==> config.mk <==
export PLATFORM = sky130hd
export DESIGN_NAME = mem_lsu_flat
export DESIGN_NICKNAME = d
export VERILOG_FILES = /design/src/rtl/mem_lsu_pkg.sv /design/src/rtl/mem_lsu_if.sv /design/src/rtl/mem_lsu_align.sv /design/src/rtl/mem_lsu.sv /design/src/flat_wrapper.sv
export SDC_FILE = /design/constraint.sdc
export NUM_CORES = 1
export LEC_CHECK = 0
export CAP_MARGIN = 0
export CORE_MARGIN = 2
export CORE_UTILIZATION = 52
export DETAILED_ROUTE_END_ITERATION = 8
export PLACE_DENSITY = 0.83
export SYNTH_ARGS = -nofsm -noshare
export SYNTH_HDL_FRONTEND = slang
export SYNTH_SLANG_ARGS = --single-unit
export TNS_END_PERCENT = 1
==> constraint.sdc <==
create_clock -name clock -period 4.5 [get_ports clock]
set_input_delay 0.675 -clock clock [delete_from_list [all_inputs] [get_ports clock]]
set_output_delay 0.675 -clock clock [all_outputs]
set_load 0.01 [all_outputs]
==> src/rtl/mem_lsu_pkg.sv <==
// Shared encodings and helpers for the load/store unit.
package mem_lsu_pkg;

    // Width of one byte lane in the 32-bit data word.
    localparam int LANE_W = 8;

    // Request size encodings as they arrive on req_size.
    localparam logic [1:0] SIZE_B = 2'd0;
    localparam logic [1:0] SIZE_H = 2'd1;
    localparam logic [1:0] SIZE_W = 2'd2;
    localparam logic [1:0] SIZE_X = 2'd3;

    typedef enum logic [1:0] {
        ST_IDLE   = 2'd0,
        ST_ACCESS = 2'd1,
        ST_WRITE  = 2'd2
    } state_t;

    // True when the access cannot be served as one aligned lane.
    function automatic logic is_misaligned(input logic [1:0] size, input logic [1:0] offset);
        logic mis;
        case (size)
            SIZE_B:  mis = 1'b0;
            SIZE_H:  mis = offset[0];
            SIZE_W:  mis = (offset != 2'b00);
            default: mis = 1'b1;
        endcase
        return mis;
    endfunction

endpackage

==> src/rtl/mem_lsu_if.sv <==
// Core-side request/response bundle of the load/store unit.
// master = core memory stage, slave = mem_lsu.
interface mem_lsu_if #(
    parameter int DATA_WIDTH = 32,
    parameter int ADDR_WIDTH = 16
);
    logic                  req_valid;
    logic                  req_ready;
    logic                  req_write;
    logic [1:0]            req_size;
    logic                  req_unsigned;
    logic [ADDR_WIDTH+1:0] req_addr;
    logic [DATA_WIDTH-1:0] req_wdata;
    logic                  resp_valid;
    logic [DATA_WIDTH-1:0] resp_rdata;
    logic                  resp_misaligned;

    modport master (
        output req_valid, req_write, req_size, req_unsigned, req_addr, req_wdata,
        input  req_ready, resp_valid, resp_rdata, resp_misaligned
    );

    modport slave (
        input  req_valid, req_write, req_size, req_unsigned, req_addr, req_wdata,
        output req_ready, resp_valid, resp_rdata, resp_misaligned
    );
endinterface

==> src/rtl/mem_lsu_align.sv <==
// Lane logic: extracts and extends sub-word loads, and merges sub-word
// store data into the word read from RAM. Purely combinational.
module mem_lsu_align
    import mem_lsu_pkg::*;
#(
    parameter int DATA_WIDTH = 32
) (
    input  logic [DATA_WIDTH-1:0] word,
    input  logic [1:0]            size,
    input  logic [1:0]            offset,
    input  logic                  zero_ext,
    input  logic [DATA_WIDTH-1:0] wdata,
    output logic [DATA_WIDTH-1:0] load_data,
    output logic [DATA_WIDTH-1:0] store_word
);
    localparam int HALF_W = 2 * LANE_W;

    logic [4:0]        bit_off;
    logic [LANE_W-1:0] byte_lane;
    logic [HALF_W-1:0] half_lane;

    assign bit_off   = {offset, 3'b000};
    assign byte_lane = word[bit_off +: LANE_W];
    assign half_lane = offset[1] ? word[DATA_WIDTH-1:HALF_W] : word[HALF_W-1:0];

    // Select the addressed lane and sign/zero-extend it; build the merged store word.
    always_comb begin
        // NOTE: every output gets a default first so no path can infer a latch.
        load_data  = word;
        store_word = wdata;
        case (size)
            SIZE_B: begin
                load_data  = {{(DATA_WIDTH-LANE_W){~zero_ext & byte_lane[LANE_W-1]}}, byte_lane};
                store_word = word;
                store_word[bit_off +: LANE_W] = wdata[LANE_W-1:0];
            end
            SIZE_H: begin
                load_data  = {{(DATA_WIDTH-HALF_W){~zero_ext & half_lane[HALF_W-1]}}, half_lane};
                store_word = word;
                if (offset[1]) store_word[DATA_WIDTH-1:HALF_W] = wdata[HALF_W-1:0];
                else           store_word[HALF_W-1:0]          = wdata[HALF_W-1:0];
            end
            default: begin
                load_data  = word;
                store_word = wdata;
            end
        endcase
    end
endmodule

==> src/rtl/mem_lsu.sv <==
// Load/store initiator for a word-addressed RAM with one write enable.
// Sub-word stores use a read-modify-write through the WRITE state.
// Build option MEM_LSU_MISALIGN_TRAP_EN: report misaligned accesses instead
// of force-aligning them.
module mem_lsu
    import mem_lsu_pkg::*;
#(
    parameter int DATA_WIDTH = 32,
    parameter int ADDR_WIDTH = 16
) (
    input  logic                  clock,
    input  logic                  reset,
    mem_lsu_if.slave              core,
    output logic                  mem_wEn,
    output logic [ADDR_WIDTH-1:0] mem_address,
    output logic [DATA_WIDTH-1:0] mem_write_data,
    input  logic [DATA_WIDTH-1:0] mem_read_data
);
    state_t                state, state_next;
    logic                  accept;
    logic                  misaligned;
    logic                  sub_word;
    logic                  wen_raw;

    logic [1:0]            size_in;
    logic [ADDR_WIDTH+1:0] addr_in;

    logic                  write_q;
    logic [1:0]            size_q;
    logic                  uns_q;
    logic [ADDR_WIDTH+1:0] addr_q;
    logic [DATA_WIDTH-1:0] wdata_q;
    logic [DATA_WIDTH-1:0] merged_q;

    logic                  resp_valid_q;
    logic [DATA_WIDTH-1:0] resp_rdata_q;
    logic                  resp_mis_q;

    logic [DATA_WIDTH-1:0] load_data;
    logic [DATA_WIDTH-1:0] store_word;

    assign core.req_ready      = (state == ST_IDLE) && !reset;
    assign accept              = core.req_valid && core.req_ready;
    assign core.resp_valid     = resp_valid_q;
    assign core.resp_rdata     = resp_rdata_q;
    assign mem_address         = addr_q[ADDR_WIDTH+1:2];
    assign sub_word            = (size_q == SIZE_B) || (size_q == SIZE_H);

`ifdef MEM_LSU_MISALIGN_TRAP_EN
    assign size_in             = core.req_size;
    assign addr_in             = core.req_addr;
    assign misaligned          = is_misaligned(size_q, addr_q[1:0]);
    assign core.resp_misaligned = resp_mis_q;
`else
    // Force-align at accept time so every performed access is legal.
    always_comb begin
        size_in = (core.req_size == SIZE_X) ? SIZE_W : core.req_size;
        addr_in = core.req_addr;
        if (size_in == SIZE_H) addr_in[0]   = 1'b0;
        if (size_in == SIZE_W) addr_in[1:0] = 2'b00;
    end
    assign misaligned          = 1'b0;
    assign core.resp_misaligned = 1'b0;
`endif

    mem_lsu_align #(.DATA_WIDTH(DATA_WIDTH)) u_align (
        .word       (mem_read_data),
        .size       (size_q),
        .offset     (addr_q[1:0]),
        .zero_ext   (uns_q),
        .wdata      (wdata_q),
        .load_data  (load_data),
        .store_word (store_word)
    );

    // State register.
    always_ff @(posedge clock) begin
        // NOTE: sequential state uses non-blocking assignments so all registers see pre-edge values.
        if (reset) state <= ST_IDLE;
        else       state <= state_next;
    end

    // Next-state and RAM-port control.
    always_comb begin
        state_next     = state;
        wen_raw        = 1'b0;
        mem_write_data = wdata_q;
        case (state)
            ST_IDLE: begin
                if (accept) state_next = ST_ACCESS;
            end
            ST_ACCESS: begin
                if (misaligned) begin
                    state_next = ST_IDLE;
                end else if (write_q && !sub_word) begin
                    wen_raw    = 1'b1;
                    state_next = ST_IDLE;
                end else if (write_q) begin
                    state_next = ST_WRITE;
                end else begin
                    state_next = ST_IDLE;
                end
            end
            ST_WRITE: begin
                wen_raw        = 1'b1;
                mem_write_data = merged_q;
                state_next     = ST_IDLE;
            end
            default: state_next = ST_IDLE;
        endcase
    end

    // A reset edge must never write RAM, even in the middle of an RMW.
    assign mem_wEn = wen_raw && !reset;

    // Request capture, RMW merge register and registered response.
    always_ff @(posedge clock) begin
        if (reset) begin
            write_q      <= 1'b0;
            size_q       <= SIZE_B;
            uns_q        <= 1'b0;
            addr_q       <= '0;
            wdata_q      <= '0;
            merged_q     <= '0;
            resp_valid_q <= 1'b0;
            resp_rdata_q <= '0;
            resp_mis_q   <= 1'b0;
        end else begin
            resp_valid_q <= 1'b0;
            resp_mis_q   <= 1'b0;
            if (accept) begin
                write_q <= core.req_write;
                size_q  <= size_in;
                uns_q   <= core.req_unsigned;
                addr_q  <= addr_in;
                wdata_q <= core.req_wdata;
            end
            case (state)
                ST_ACCESS: begin
                    if (misaligned) begin
                        resp_valid_q <= 1'b1;
                        resp_mis_q   <= 1'b1;
                        resp_rdata_q <= '0;
                    end else if (!write_q) begin
                        resp_valid_q <= 1'b1;
                        resp_rdata_q <= load_data;
                    end else if (!sub_word) begin
                        resp_valid_q <= 1'b1;
                        resp_rdata_q <= '0;
                    end else begin
                        merged_q <= store_word;
                    end
                end
                ST_WRITE: begin
                    resp_valid_q <= 1'b1;
                    resp_rdata_q <= '0;
                end
                default: ;
            endcase
        end
    end
endmodule

==> src/flat_wrapper.sv <==
// flat-port wrapper written by rule: the top's interface ports become plain ports
module mem_lsu_flat import mem_lsu_pkg::*;
#(
    parameter int DATA_WIDTH = 32,
    parameter int ADDR_WIDTH = 16
)
  (clock, reset, mem_wEn, mem_address, mem_write_data, mem_read_data, core_req_valid, core_req_write, core_req_size, core_req_unsigned, core_req_addr, core_req_wdata, core_req_ready, core_resp_valid, core_resp_rdata, core_resp_misaligned);
  mem_lsu_if #(.DATA_WIDTH(DATA_WIDTH), .ADDR_WIDTH(ADDR_WIDTH)) core_i ();
  input  logic clock;
  input  logic reset;
  output logic mem_wEn;
  output logic [ADDR_WIDTH-1:0] mem_address;
  output logic [DATA_WIDTH-1:0] mem_write_data;
  input  logic [DATA_WIDTH-1:0] mem_read_data;
  input wire logic [$bits(core_i.req_valid)-1:0] core_req_valid;
  input wire logic [$bits(core_i.req_write)-1:0] core_req_write;
  input wire logic [$bits(core_i.req_size)-1:0] core_req_size;
  input wire logic [$bits(core_i.req_unsigned)-1:0] core_req_unsigned;
  input wire logic [$bits(core_i.req_addr)-1:0] core_req_addr;
  input wire logic [$bits(core_i.req_wdata)-1:0] core_req_wdata;
  output wire logic [$bits(core_i.req_ready)-1:0] core_req_ready;
  output wire logic [$bits(core_i.resp_valid)-1:0] core_resp_valid;
  output wire logic [$bits(core_i.resp_rdata)-1:0] core_resp_rdata;
  output wire logic [$bits(core_i.resp_misaligned)-1:0] core_resp_misaligned;
  assign core_i.req_valid = core_req_valid;
  assign core_i.req_write = core_req_write;
  assign core_i.req_size = core_req_size;
  assign core_i.req_unsigned = core_req_unsigned;
  assign core_i.req_addr = core_req_addr;
  assign core_i.req_wdata = core_req_wdata;
  assign core_req_ready = core_i.req_ready;
  assign core_resp_valid = core_i.resp_valid;
  assign core_resp_rdata = core_i.resp_rdata;
  assign core_resp_misaligned = core_i.resp_misaligned;
  mem_lsu #(.DATA_WIDTH(DATA_WIDTH), .ADDR_WIDTH(ADDR_WIDTH)) u_core (.clock(clock), .reset(reset), .core(core_i), .mem_wEn(mem_wEn), .mem_address(mem_address), .mem_write_data(mem_write_data), .mem_read_data(mem_read_data));
endmodule
==> flow_summary_export.csv, run 1 <==
group,metric,value,unit
power,vdd_drop_max,0.3522,mV
clocking,htree_num_levels,4,
clocking,cts.sinks,121,
routing,drc,0,
yosys,synth_seq_cells,121,
setup_path,worstSetupStartpoint,"u_core.state[0]$_SDFFE_PP0P_",
timing,drv_slew,0,
floorplanning,ioPinCount,173,
routing,num_vias,5989,
floorplanning,die_x,112.7,um
global_route,grt_pass1_vias,6010,
global_route,grt_max_degree,81,
clocking,cts_resized,0,
final_layout,n_antenna_cell,0,
yosys,yosysUniqueCellTypes,48,
routing,drt_iter0_drc,416,
final_layout,syn_to_final_growth,35.76,%
routing,drt-total-wl,19770,um
outcome,status,"completed",
setup_path,endpoint_kind,"primary output",
final_layout,nNetsFinal,950,
final_layout,final_cell_mix,"clkdlybuf4s50_1 (170), nand2_1 (156), dfxtp_1 (121)",
setup_path,critPathMaxFanout,36,
setup_path,critPathMaxStageDelay,490,ps
setup_path,crit_slowest_cell,"clkdlybuf4s50_1",
setup_path,path_class,"flop to primary output",
timing,fin_worst_skew,5.675,ps
setup_path,path_buf_inv,3,
yosys,syn-cell-area,6147,um2
setup_path,required,3830,ps
yosys,syn-mean-instance-area,8.455,um2
global_route,grt_usage,0.3049,
yosys,postSynthCellCount,727,
timing,rsz0062_at_grt,"false",
setup_path,start_kind,"flop",
floorplanning,num_rows,39,
final_layout,fill_cells,852,
timing,hold_violations,0,
timing,setup_viol,0,
timing,max_freq,0.3358,GHz
clocking,post_cts_buffers,0,
yosys,async_flop_share,0,
timing,period_minus_slack,2978,ps
place,gp_congestion,0.9010,
hold_path,min_path_cells,2,
global_route,gr-total-overflow,0,
yosys,synth-main-ff-cell,"dfxtp_1",
clocking,clk_pin_slew,50,ps
timing,worst_pin_slew,1196,ps
power,power_density,379.3,nW/um2
hold_path,hold_start,"u_core.core.resp_rdata[24]$_SDFFE_PP0P_",
timing,fin_ws,1522,ps
place,port_buffers,171,
clocking,ctsHoldBuffers,0,
floorplanning,fp.dieH,112.7,um
routing,viasPerCell,5.941,
timing,fin_tns_setup,0,ps
setup_path,reg2reg_depth,4,
place,dpl.hpwl,13900,um
yosys,syn-num-nets,824,
timing,fin_crit_sh,0.6617,
setup_path,r2r-start,"u_core.size_q[0]$_SDFFE_PP0P_",
clocking,numCtsBuffers,17,
routing,antenna_left,0,
global_route,grt_pass1_wl,30640,um
floorplanning,dieArea,12710,um2
routing,first_pass_iters,5,
power,p_leak,3.314,nW
clocking,cts_root_buf,"clkbuf_16",
hold_path,min_path_type,"flop to flop",
yosys,synth_edf_count,0,
timing,relSlewSlack,0.2026,
clocking,cts_buffer_depth,2,
setup_path,arrival,2300,ps
clocking,clkLatencyLatePin,420,ps
setup_path,cpLargestDelayFamily,"buffers and inverters",
floorplanning,start_util,0.5361,
yosys,ys_warn_count,0,
yosys,ys_seq_area_frac,0.3941,
final_layout,mostFrequentLayoutCell,"clkdlybuf4s50_1",
global_route,antenna_found_initial,0,
job,drv_cap,0,
final_layout,layout-drive-gt1-share,0.1133,
setup_path,worst-path-stages,5,
floorplanning,coreArea,11470,um2
place,place_ws,1959,ps
routing,post_drt_wl_per_cell,19.62,um
setup_path,worstPathCellList,"inv_1 > ha_1 > buf_4 > mux2_2 > clkdlybuf4s50_1",
clocking,cts_tree,"done",
==> sequential cells by signal, indices dropped and copies added, names as in the netlist <==
signal                  count
u_core.core.resp_valid      1
u_core.size_q               2
u_core.uns_q                1
u_core.core.resp_rdata     32
u_core.wdata_q             32
u_core.state                2
u_core.addr_q              18
u_core.merged_q            32
u_core.write_q              1
==> routing by layer <==
layer,vias up,track usage,part of all wire
li1,2813,-,-
met4,0,0.1528,0.041
met2,267,0.5046,0.47
met5,-,0,0
met1,2851,0.3736,0.41
met3,58,0.07017,0.073
==> path summary, 6_finish.rpt <==
path	end	slack (ps)
max	mem_write_data[12]	1520
min	u_core.core.resp_rdata[24]$_SDFFE_PP0P_	450
max reg2reg	u_core.merged_q[15]$_SDFFE_PP0P_	2000
min reg2reg	u_core.core.resp_rdata[24]$_SDFFE_PP0P_	450
==> through the flow <==
stage                     std cells  total power (W)  hold WS (ps)  utilization  cell area, um2
after CTS                      1008         0.003170         451.8       0.7278            8346
after global placement          977         0.001693         435.8       0.6720            7706
final                          1008         0.003165         452.2       0.7278            8346
after floorplan                 727         0.001455         446.6            -            6147
after detailed placement        977         0.001706         441.4       0.6720            7706
after global routing           1008         0.003255         478.9       0.7278            8346
==> cells by family (layout without fill, tap and decap cells) <==
logic type / after synthesis / count (layout) / synth area share
other: 1 / 1 / 0.0006100
multiplexers: 45 / 45 / 0.08671
buffers and inverters: 81 / 219 / 0.06920
adder cells (fa/ha/maj): 8 / 8 / 0.01628
AO/OA/AOI/OAI: 159 / 159 / 0.1862
AND/OR/NAND/NOR: 312 / 312 / 0.2469
flip-flops: 121 / 121 / 0.3941
==> worst reg2reg max path: cells and delay by family, from the launching register on <==
family	cells	cell delay, ps
DFF	1	910
and+or+nand+nor	2	830
AOI/OAI and AO/OA	2	660
==> area by class of cell <==
class                      count  area [um2]  share of cell area
multi-input combinational    525        3304              0.3960
timing repair buffer         179        1767              0.2117
clock buffer                  24       501.7             0.06012
sequential                   121        2422              0.2903
tap                          143       178.9             0.02144
inverter                       9       33.78            0.004048
clock inverter                 7       137.6             0.01649
==> cell usage after synthesis (4+ instances only) <==
master | instances | area (um2)
ha_1 | 8 | 100.1
nor2b_1 | 14 | 87.58
mux2i_1 | 6 | 60.06
a221oi_1 | 31 | 271.5
a2bb2oi_1 | 4 | 35.03
inv_1 | 8 | 30.03
o211ai_1 | 4 | 30.03
a22o_1 | 5 | 43.79
o22ai_1 | 7 | 43.79
nand3b_1 | 53 | 397.9
dfxtp_1 | 121 | 2422
and3_1 | 10 | 62.56
clkbuf_1 | 31 | 116.4
and3b_1 | 4 | 35.03
o21ai_2 | 10 | 87.58
nand2_1 | 156 | 585.6
nor2_1 | 53 | 198.9
mux2_2 | 36 | 405.4
buf_2 | 16 | 80.08
buf_4 | 21 | 157.7
nor3_1 | 10 | 50.05
a21oi_1 | 30 | 150.1
o21ai_0 | 26 | 130.1
a211oi_1 | 25 | 187.7
==> power by group <==
part           total [W]  internal [W]  leakage, nW  switching, W
Sequential       0.00120       0.00114        0.989     0.0000611
Combinational   0.000491      0.000259         2.01      0.000233
Clock            0.00147      0.000995        0.312      0.000476
Total            0.00317       0.00240         3.31      0.000770
No activity file was read; power rests on OpenSTA's default activity.
==> run 2, diff against run 1 <==
--- a/config.mk
+++ b/config.mk
@@ -7,9 +7,9 @@
 export LEC_CHECK = 0
 export CAP_MARGIN = 0
 export CORE_MARGIN = 2
-export CORE_UTILIZATION = 52
+export CORE_UTILIZATION = 44
 export DETAILED_ROUTE_END_ITERATION = 8
-export PLACE_DENSITY = 0.83
+export PLACE_DENSITY = 0.74
 export SYNTH_ARGS = -nofsm -noshare
 export SYNTH_HDL_FRONTEND = slang
 export SYNTH_SLANG_ARGS = --single-unit
==> constraint.sdc (replaced) <==
create_clock -name clock -period 2.7 [get_ports clock]
set_input_delay 0.405 -clock clock [delete_from_list [all_inputs] [get_ports clock]]
set_output_delay 0.405 -clock clock [all_outputs]
set_load 0.01 [all_outputs]
==> run 2 against run 1 <==
Effect of this change:
- register-to-register slack worse by 1500 ps
- cell area up 1.3%
- flip-flop and latch count unchanged
- sequential share of layout area down 0.38 points
- sequential power up 67%
- first-iteration DRC count up 62%
- via count up 1.2%
- largest cell class unchanged
- worst setup slack worse by 1400 ps
- worst hold slack worse by 160 ps
- clock-buffer cell count up 2
- clock power up 64%
- clock skew up 0.82 ps
==> flow_summary_export.csv, run 2 (synthesis gave the netlist of run 1 again) <==
group,metric,value,unit
outcome,status,"completed",
place,port_buffers,171,
global_route,gr-total-overflow,0,
final_layout,fill_cells,1218,
setup_path,worstSetupStartpoint,"u_core.state[0]$_SDFFE_PP0P_",
timing,drv_slew,0,
job,drv_cap,0,
setup_path,critPathMaxFanout,36,
power,power_frac_seq,0.382,
floorplanning,ioPinCount,173,
floorplanning,num_rows,43,
routing,drt_iter0_drc,672,
hold_path,hold_start,"reset",
place,gp_congestion,0.9710,
floorplanning,die_x,122.2,um
hold_path,min_path_type,"input pin to flop",
power,vdd_drop_max,0.4372,mV
timing,setup_viol,0,
setup_path,rr_endpoint,"u_core.merged_q[2]$_SDFFE_PP0P_",
timing,rsz0062_at_grt,"false",
clocking,htree_num_levels,4,
clocking,cts.sinks,121,
power,power_density,618.7,nW/um2
global_route,grt_pass1_wl,30460,um
routing,post_drt_wl_per_cell,18.60,um
clocking,numCtsBuffers,17,
timing,relSlewSlack,0.1969,
power,p_comb_frac,0.158,
final_layout,nNetsFinal,957,
setup_path,start_kind,"flop",
routing,drc,0,
place,dp.cells,1021,
final_layout,regArea,2422,um2
setup_path,r2r_slack,490,ps
final_layout,final_cell_mix,"clkdlybuf4s50_1 (170), nand2_1 (155), dfxtp_1 (121)",
routing,first_pass_iters,5,
floorplanning,fp.dieH,122.2,um
routing,num_vias,6062,
global_route,antenna_found_initial,0,
clocking,ctsHoldBuffers,0,
floorplanning,dieArea,14930,um2
routing,drt-total-wl,19590,um
clocking,post_cts_buffers,0,
global_route,grt_max_degree,83,
clocking,cts_resized,0,
final_layout,stdcell_area,8457,um2
timing,fin_tns_setup,0,ps
global_route,grt_pass1_vias,6018,
floorplanning,start_util,0.4463,
final_layout,mostFrequentLayoutCell,"clkdlybuf4s50_1",
timing,period_minus_slack,2590,ps
setup_path,path_class,"flop to primary output",
final_layout,layout-drive-gt1-share,0.1226,
routing,antenna_left,0,
power,p_int,0.003961,W
routing,viasPerCell,5.757,
setup_path,r2r-start,"u_core.addr_q[1]$_SDFFE_PP0P_",
setup_path,endpoint,"mem_write_data[3]",
timing,max_freq,0.3861,GHz
setup_path,arrival,2190,ps
clocking,cts_root_buf,"clkbuf_16",
setup_path,reg2reg_depth,6,
timing,fin_crit_sh,0.9594,
place,dpl.hpwl,13730,um
global_route,grt_usage,0.2628,
setup_path,required,2300,ps
power,power,0.005233,W
floorplanning,coreArea,13770,um2
power,p_leak,3.354,nW
final_layout,n_antenna_cell,0,
clocking,cts_tree,"done",
final_layout,syn_to_final_growth,37.57,%
clocking,clk_pin_slew,50,ps
place,placed_area,7820,um2
clocking,clkLatencyLatePin,410,ps
timing,fin_worst_skew,6.491,ps
final_layout,multiInputGateArea,3307,um2
final_layout,stdcell_count,1053,
power,switchingPower,0.001272,W
timing,worst_pin_slew,1205,ps
clocking,cts_buffer_depth,2,
timing,hold_violations,0,
setup_path,endpoint_kind,"primary output",
power,swShare,0.2431,
power,clkPwrFrac,0.460,
-- run 2: layer usage --
metal,global-route usage,share of wire,up-vias
met5,0,0,-
met4,0.1092,0.034,0
met3,0.07444,0.086,60
met2,0.4410,0.48,322
met1,0.3147,0.40,2862
li1,-,-,2818
-- run 2: worst min-delay path by stage --
stage	slack, ps	endpoint	cells after the start
after floorplan	450	u_core.wdata_q[31]$_SDFFE_PP0P_	2
after global placement	440	u_core.core.resp_rdata[30]$_SDFFE_PP0P_	2
after detailed placement	440	u_core.core.resp_rdata[20]$_SDFFE_PP0P_	2
after CTS	280	u_core.size_q[1]$_SDFFE_PP0P_	2
after global routing	300	u_core.size_q[1]$_SDFFE_PP0P_	2
final	290	u_core.addr_q[0]$_SDFFE_PP0P_	2
-- run 2: metrics by stage --
step           hold slack [ps]  utilization  setup WS (ps)
2_1_floorplan            446.6            -          620.7
5_1_grt                  304.9       0.6140          47.99
3_3_place_gp             438.1       0.5678          583.8
3_5_place_dp             442.4       0.5678          537.3
4_1_cts                  280.3       0.6140          105.9
6_report                 289.8       0.6140          109.7
-- run 2: critical path, cell delays in order, from the launching register on --
cell,delay (ps)
dfxtp_1,330
inv_1,80
ha_1,200
buf_12,220
mux2_2,400
clkdlybuf4s50_1,510
-- run 2: power groups by stage --
stage	clock network, W	logic, W	registers [W]
after global placement	0	0.000797	0.00203
after CTS	0.00243	0.000822	0.00200
after global routing	0.00252	0.000889	0.00201
after floorplan	0	0.000410	0.00201
after detailed placement	0	0.000814	0.00203
final	0.00241	0.000824	0.00200
-- run 2: cell type report --
| type | instances | area share |
|---|---|---|
| inverters | 9 | 0.003995 |
| well taps | 180 | 0.02663 |
| repair buffers | 186 | 0.2166 |
| clock inverters | 6 | 0.01272 |
| multi-input cells | 525 | 0.3910 |
| flip-flops and latches | 121 | 0.2864 |
| clock buffers | 26 | 0.06258 |
